File: src/rtl/dram_emu_pkg.sv
// Types and default widths shared by the emulation-memory row cache and its miss-service engine.
package dram_emu_pkg;

    localparam int DEF_CHWIDTH   = 5;
    localparam int DEF_ADDRWIDTH = 17;

    typedef enum logic [2:0] {
        S_IDLE      = 3'd0,
        S_WB_REQ    = 3'd1,
        S_WB_XFER   = 3'd2,
        S_FILL_REQ  = 3'd3,
        S_FILL_XFER = 3'd4,
        S_DONE      = 3'd5,
        S_DRAIN     = 3'd6
    } swap_state_t;

    typedef enum logic {
        OP_FILL = 1'b0,
        OP_WB   = 1'b1
    } swap_op_t;

endpackage

File: src/rtl/row_swap_watchdog.sv
// Stall watchdog for the row-swap engine: counts cycles without host progress and raises a sticky error.
module row_swap_watchdog #(
    parameter int TOWIDTH = 10
) (
    input  logic clk_i,
    input  logic rst_i,
    input  logic active_i,
    input  logic progress_i,
    output logic timeout_o,
    output logic err_o
);

    // Fires on the (2**TOWIDTH-1)-th consecutive stalled cycle.
    localparam logic [TOWIDTH-1:0] LAST_STALL = {{(TOWIDTH-1){1'b1}}, 1'b0};

    logic [TOWIDTH-1:0] cnt_q, cnt_d;
    logic               err_q, err_d;
    logic               stall;

    assign stall     = active_i && !progress_i;
    assign timeout_o = stall && (cnt_q == LAST_STALL);
    assign cnt_d     = (stall && !timeout_o) ? cnt_q + TOWIDTH'(1) : '0;
    assign err_d     = err_q || timeout_o;
    assign err_o     = err_q;

    always_ff @(posedge clk_i) begin
        if (rst_i) begin
            cnt_q <= '0;
            err_q <= 1'b0;
        end else begin
            cnt_q <= cnt_d;
            err_q <= err_d;
        end
    end

endmodule

File: src/rtl/row_swap_ctrl.sv
// Row-cache miss service: optional victim writeback, then row fill, then a one-cycle sync/tag_upd release.
// Define ROW_SWAP_TIMEOUT_EN to add the host-stall watchdog and sticky err flag.
module row_swap_ctrl #(
    parameter int CHWIDTH   = dram_emu_pkg::DEF_CHWIDTH,
    parameter int ADDRWIDTH = dram_emu_pkg::DEF_ADDRWIDTH,
    parameter int BEATWIDTH = 4,
    parameter int TOWIDTH   = 10
) (
    input  logic                 clk,
    input  logic                 rst,
    input  logic                 hold,
    input  logic [ADDRWIDTH-1:0] miss_row,
    input  logic [CHWIDTH-1:0]   vic_slot,
    input  logic [ADDRWIDTH-1:0] vic_row,
    input  logic                 vic_dirty,
    output logic                 mem_req,
    output logic                 mem_we,
    output logic [ADDRWIDTH-1:0] mem_row,
    output logic [CHWIDTH-1:0]   mem_slot,
    input  logic                 mem_gnt,
    input  logic                 beat_valid,
    output logic [BEATWIDTH-1:0] beat_idx,
    output logic                 tag_upd,
    output logic                 sync,
    output logic                 busy,
    output logic                 err,
    output logic [2:0]           state_dbg
);
    import dram_emu_pkg::*;

    swap_state_t          state_q;
    swap_op_t             op_q;
    logic [ADDRWIDTH-1:0] miss_row_q;
    logic [ADDRWIDTH-1:0] mem_row_q;
    logic [CHWIDTH-1:0]   vic_slot_q;
    logic [BEATWIDTH-1:0] beat_q, beat_d;
    logic                 mem_req_q;
    logic                 sync_q;
    logic                 tag_upd_q;
    logic                 timeout;
    logic                 in_req, in_xfer;

    assign beat_d  = beat_q + BEATWIDTH'(1);
    assign in_req  = (state_q == S_WB_REQ) || (state_q == S_FILL_REQ);
    assign in_xfer = (state_q == S_WB_XFER) || (state_q == S_FILL_XFER);

`ifdef ROW_SWAP_TIMEOUT_EN
    row_swap_watchdog #(.TOWIDTH(TOWIDTH)) u_watchdog (
        .clk_i      (clk),
        .rst_i      (rst),
        .active_i   (in_req || in_xfer),
        .progress_i ((in_req && mem_gnt) || (in_xfer && beat_valid)),
        .timeout_o  (timeout),
        .err_o      (err)
    );
`else
    logic [TOWIDTH-1:0] unused_towidth;
    assign unused_towidth = '0;
    assign timeout        = 1'b0;
    assign err            = 1'b0;
`endif

    always_ff @(posedge clk) begin
        if (rst) begin
            state_q    <= S_IDLE;
            op_q       <= OP_FILL;
            miss_row_q <= '0;
            mem_row_q  <= '0;
            vic_slot_q <= '0;
            beat_q     <= '0;
            mem_req_q  <= 1'b0;
            sync_q     <= 1'b0;
            tag_upd_q  <= 1'b0;
        end else begin
            sync_q    <= 1'b0;
            tag_upd_q <= 1'b0;
            case (state_q)
                S_IDLE: begin
                    if (hold) begin
                        miss_row_q <= miss_row;
                        vic_slot_q <= vic_slot;
                        beat_q     <= '0;
                        mem_req_q  <= 1'b1;
                        if (vic_dirty) begin
                            state_q   <= S_WB_REQ;
                            op_q      <= OP_WB;
                            mem_row_q <= vic_row;
                        end else begin
                            state_q   <= S_FILL_REQ;
                            op_q      <= OP_FILL;
                            mem_row_q <= miss_row;
                        end
                    end
                end
                S_WB_REQ, S_FILL_REQ: begin
                    if (mem_gnt) begin
                        mem_req_q <= 1'b0;
                        state_q   <= (state_q == S_WB_REQ) ? S_WB_XFER : S_FILL_XFER;
                    end
                end
                S_WB_XFER, S_FILL_XFER: begin
                    if (beat_valid) begin
                        beat_q <= beat_d;
                        if (beat_q == {BEATWIDTH{1'b1}}) begin
                            if (state_q == S_WB_XFER) begin
                                state_q   <= S_FILL_REQ;
                                op_q      <= OP_FILL;
                                mem_row_q <= miss_row_q;
                                mem_req_q <= 1'b1;
                            end else begin
                                state_q   <= S_DONE;
                                sync_q    <= 1'b1;
                                tag_upd_q <= 1'b1;
                            end
                        end
                    end
                end
                S_DONE:  state_q <= S_DRAIN;
                // Cache still shows the serviced miss on hold this cycle.
                S_DRAIN: state_q <= S_IDLE;
                default: state_q <= S_IDLE;
            endcase
            // Watchdog abort: release the cache but leave its tags untouched.
            if (timeout) begin
                state_q   <= S_DONE;
                mem_req_q <= 1'b0;
                beat_q    <= '0;
                sync_q    <= 1'b1;
                tag_upd_q <= 1'b0;
            end
        end
    end

    assign mem_req   = mem_req_q;
    assign mem_we    = (op_q == OP_WB);
    assign mem_row   = mem_row_q;
    assign mem_slot  = vic_slot_q;
    assign beat_idx  = beat_q;
    assign tag_upd   = tag_upd_q;
    assign sync      = sync_q;
    assign busy      = (state_q != S_IDLE);
    assign state_dbg = state_q;

endmodule
File: config.mk
export PLATFORM = sky130hd
export DESIGN_NAME = row_swap_ctrl
export DESIGN_NICKNAME = d
export VERILOG_FILES = /design/src/rtl/dram_emu_pkg.sv /design/src/rtl/row_swap_watchdog.sv /design/src/rtl/row_swap_ctrl.sv
export SDC_FILE = /design/constraint.sdc
export NUM_CORES = 1
export LEC_CHECK = 0
export CAP_MARGIN = 20
export CORE_MARGIN = 3
export CORE_UTILIZATION = 49
export CTS_CLUSTER_SIZE = 14
export DETAILED_ROUTE_END_ITERATION = 10
export PLACE_DENSITY = 0.86
export RECOVER_POWER = 100
export SETUP_SLACK_MARGIN = 0.15
export SYNTH_ARGS = -nofsm -noshare
export SYNTH_HDL_FRONTEND = slang
export SYNTH_SLANG_ARGS = --single-unit
File: constraint.sdc
create_clock -name clk -period 4.6 [get_ports clk]
set_input_delay 0.92 -clock clk [delete_from_list [all_inputs] [get_ports clk]]
set_output_delay 0.92 -clock clk [all_outputs]
set_load 0.03 [all_outputs]
* Word level (Yosys, flattened, before mapping) *
Index checks and enable logic that the tools add are counted.

word-level totals
  output and inout port bits = 35
  register bits after elaboration = 49
  word-level logic and storage cells = 65
  bits of input ports = 45

operators by class
  bitwise operators = 3
  $add $sub $neg = 1
  equality and inequality tests = 11
  muxes and demuxes = 30
  reduce and logical (&&, ||, !) cells = 12

operator list
  kind                   count
  $mux W17               5
  $pmux W17 S2           1
  $mux W3                6
  $pmux W3 S4            1
  $mux W1                11
  $ne A2 B2 Y1 const B   5
  $mux W4                2
  $pmux W4 S2            1
  $eq A3 B2 Y1 const B   2
  $eq A3 B3 Y1 const B   2
  $reduce_and A6 Y1      1
  $reduce_bool A3 Y1     2
  $reduce_and A5 Y1      1
  $add A4 B1 Y4 const B  1
  $eq A4 B4 Y1 const B   1
  $reduce_and A4 Y1      1
  $reduce_or A2 Y1       2
  $reduce_or A4 Y1       1
  $eq A3 B1 Y1 const B   1
  $logic_not A3 Y1       1
  $not A1 Y1             3
  $pmux W1 S3            1
  $reduce_and A3 Y1      1
  $mux W2                1
  other kinds (3)        3

* Longest topological paths before layout *
  depth after elaboration = 5
  mapped depth = 7
  depth with buffers taken out = 5

* Worst setup path before layout *
No wires, ideal clock.

  path type = reg-to-output
  from = reg state_q[2] (netlist: state_dbg[2])
  to = out busy
  data required time = 3.680 ns
  path buffers = 2
  arrival = 1.401 ns
  path slack = 2.279 ns
  cell stages (with the launch flop) = 5
  cell sequence = dfxtp_1 > clkbuf_1 > nor2_1 > clkbuf_1 > nand2_1

on the way
  longest elaborated chain between the ends = 1

ends and longest elaborated chain
  item                    line                  source
  start, declared         row_swap_ctrl.sv:31   swap_state_t state_q;
  start signal, assigned  row_swap_ctrl.sv:98   state_q <= (state_q == S_WB_REQ) ? S_WB_XFER : S_FILL_XFER;
  $reduce_bool A3 Y1      row_swap_ctrl.sv:141  assign busy = (state_q != S_IDLE);
  end, declared           row_swap_ctrl.sv:25   output logic busy,

Every way passes these cells.

* Worst setup path in the final report *
  from = reg state_q[0] (netlist: state_dbg[0])
  to = out busy

Same word-level chain as after synthesis.

==> reports/results.tsv <==
stage	metric	value	unit
floorplan	die_h	74.8	um
yosys	synth_top_area_cell	dfxtp_1	
timing	finalSetupViolCount	0	
detailed_routing	drt_iter0_markers	207	
timing	finalCritPeriodShare	0.710	
clocking	post_cts_buffers	0	
worst_setup_path	worst_path_largest_cell_delay	1040	ps
worst_setup_path	cp-start-kind	flip-flop	
yosys	yosysWarnings	0	
grt	grt_max_degree	50	
layout	utilization	0.705	
yosys	synth-edff-count	0	
hold_path	hp-class	flip-flop to flip-flop	
yosys	synth_cell_types	35	
clocking	clockBufferDepth	2	
power_and_ir_drop	p_comb_frac	0.361	
status	violations	capacitance limit, slew limit	
floorplan	io_pins	80	
timing	fmax	0.306	GHz
yosys	synth_nets	334	
flow_run	cap_violations	1	
yosys	synth_commonest_cells	dfxtp_1, nand2_1, a21oi_1	
worst_setup_path	ff2ff_path_depth	5	
worst_setup_path	cp-end-kind	primary output	
timing	rsz0062_at_grt	no	
clocking	clk_latency	310	ps
floorplan	start_util	0.518	
layout	nets	393	
power_and_ir_drop	power_switching	0.000471	W
detailed_routing	totalWireLength	6490	um
grt	grt_pass1_wl	10600	um
clocking	clkSinkCount	49	
worst_setup_path	critPathMaxFanout	37	
layout	finalNonFillerCells	400	
hold_path	hold_depth	2	
worst_setup_path	r2r_slack	1860	ps
grt	grtUsageTotal	0.242	
worst_setup_path	crit_path_cell_trace	nor2_1, nand2_1, dlygate4sd3_1	
clocking	tritoncts	built	
detailed_routing	drc	0	
grt	grt-ovfl-total	0	
status	status	complete, but fails checks	
power_and_ir_drop	power_switching_share	0.384	
power_and_ir_drop	p_int	0.000755	W
clocking	cts-buffers-inserted	5	
timing	worst_slew_pin_slew	2100	ps
yosys	async_flop_share	0	
worst_setup_path	cp.depth	3	
timing	slew_viol_final	50	
grt	antenna_found_initial	0	
hold_path	hold_end	mem_slot[4]	
layout	regArea	981	um2
timing	maxSlewHeadroom	-0.401	
worst_setup_path	worst_ep_arrival_time	2350	ps
power_and_ir_drop	seqPwrFrac	0.431	
yosys	synth_most_common_cell	dfxtp_1	
clocking	cts-htree-levels	2	
clocking	cts-root-buf	clkbuf_8	
detailed_routing	wl_per_cell	16.2	um
clocking	clk_pin_slew	90	ps
worst_setup_path	r2r_start	state_dbg[0]	
yosys	synth.ff_latch_count	49	
layout	multi_input_area	1190	um2
yosys	postSynthAreaPerCell	8.05	um2
yosys	netlist_top_cells_area	dfxtp_1, a21oi_1, o21ai_0	
detailed_routing	route.vias.total	2394	
placement	hpwl	4240	um
power_and_ir_drop	irDropWorstVdd	0.000165	V
timing	period_minus_slack	3270	ps
floorplan	core	4470	um2
placement	dpl_cell_area	3050	um2
yosys	ys.flop_type	dfxtp_1	
timing	fin_setup_tns	0	ps
layout	fillers	363	
worst_setup_path	r2r-end	miss_row_q[6]	
layout	layout-drive-gt1-share	0.0345	
detailed_routing	viasPerCell	5.99	
worst_setup_path	crit_type	flip-flop to primary output	
worst_setup_path	critPathRequiredTime	3680	ps
clocking	ctsHoldBuffers	0	
placement	place_inst	390	
yosys	ys_seq_area_frac	0.423	
timing	holdWs	460	ps
floorplan	die-width	74.8	um
detailed_routing	drt_pass1_iterations	4	
detailed_routing	final_antenna_net_count	0	
hold_path	holdCritStartpoint	mem_slot[4]	
worst_setup_path	path_buf_inv	1	
yosys	synthCells	288	
yosys	synth_top_area_share	0.423	
worst_setup_path	crit_family	flip-flops	
placement	portBuffers	78	
power_and_ir_drop	p_clk_frac	0.209	
floorplan	die_area	5590	um2
floorplan	rows	24	
placement	gp_congestion	0.815	
layout	diodes	0	
layout	area_delta_synth_final	36.2	%
clocking	cts.repair.resized	0	
yosys	syn-cell-area	2320	um2
timing	skew	8.20	ps
power_and_ir_drop	p_per_area	388	nW/um2
layout	final_area	3160	um2
grt	grt_pass1_vias	2326	
worst_setup_path	cp_slowest_cell	dfxtp_1	
timing	hold_viol	0	
power_and_ir_drop	power.leakage	1.20	nW
==> worst max-delay path by stage <==
stage | start | endpoint
after floorplan | state_dbg[2] | busy
after global placement | vic_dirty | mem_row[2]
after detailed placement | beat_valid | mem_row[2]
after CTS | state_dbg[0] | busy
after global routing | state_dbg[0] | busy
final | state_dbg[0] | busy
==> per-stage QoR <==
stage	power (W)	setup slack [ps]
floorplan	0.000814	2280
global placement	0.000977	1660
detailed placement	0.000988	1580
CTS	0.00124	1430
global route	0.00130	1190
finish	0.00123	1330
==> state kept, by name, indices dropped and copies added (netlist names) <==
| register | cells |
|---|---|
| mem_we | 1 |
| mem_slot | 5 |
| state_dbg | 3 |
| beat_idx | 4 |
| mem_row | 17 |
| miss_row_q | 17 |
| mem_req | 1 |
| tag_upd | 1 |
==> cell type report <==
class	count	share of cell area
Clock inverter	2	0.00476
Clock buffer	6	0.0230
Timing Repair Buffer	82	0.257
Multi-Input combinational cell	205	0.379
Inverter	4	0.00476
Sequential cell	49	0.311
Tap cell	52	0.0206
==> cells in the final DEF (no fill, tap or decap) <==
cell / count
nand3_1: 2
or2_1: 1
o21ai_0: 39
nand2_1: 48
inv_1: 4
clkbuf_1: 2
nand4_1: 2
nor3_1: 3
buf_4: 3
nand4b_1: 1
o31ai_1: 3
o22ai_1: 1
a211oi_1: 3
o2111ai_1: 17
a21oi_1: 46
or4_1: 3
or2_2: 1
dlygate4sd3_1: 35
buf_8: 1
o22a_1: 1
clkinvlp_4: 2
a211o_1: 1
nor2_1: 1
nor4_1: 2
xnor2_1: 1
nor3b_1: 2
or4b_1: 1
dfxtp_1: 49
ha_1: 1
nor2b_1: 1
and2_0: 1
a21o_1: 1
nand2b_1: 1
nor4b_1: 1
clkdlybuf4s50_1: 42
mux2i_1: 18
and4_1: 1
clkbuf_8: 5
conb_1: 1
==> routing by layer <==
metal  GRT usage  vias to the layer above  wire length (um)
met2       0.422                      113              3190
met4      0.0731                        0                56
met5           0                        -                 0
met3      0.0641                        6               570
met1       0.291                     1116              2670
li1            -                     1159                 -
==> cells by family after synthesis <==
logic type | Yosys count | synth area share
AO/OA/AOI/OAI | 112 | 0.281
XOR/XNOR | 1 | 0.00378
adder cells (fa/ha/maj) | 1 | 0.00540
buffers and inverters | 34 | 0.0610
flip-flops | 49 | 0.423
multiplexers | 18 | 0.0778
other | 1 | 0.00162
AND/OR/NAND/NOR | 72 | 0.146
==> power by group through the flow <==
stage	logic, W	registers (W)	clock network (W)
after floorplan	0.000230	0.000585	0
after global placement	0.000441	0.000536	0
after detailed placement	0.000451	0.000537	0
after CTS	0.000453	0.000529	0.000258
after global routing	0.000486	0.000536	0.000274
final	0.000442	0.000528	0.000256
==> worst min-delay path, cell delays in order, from the launching register on <==
cell and delay (ps):
dfxtp_1 320, nand2_1 50, a21oi_1 50
No activity file was read; power rests on OpenSTA's default activity.
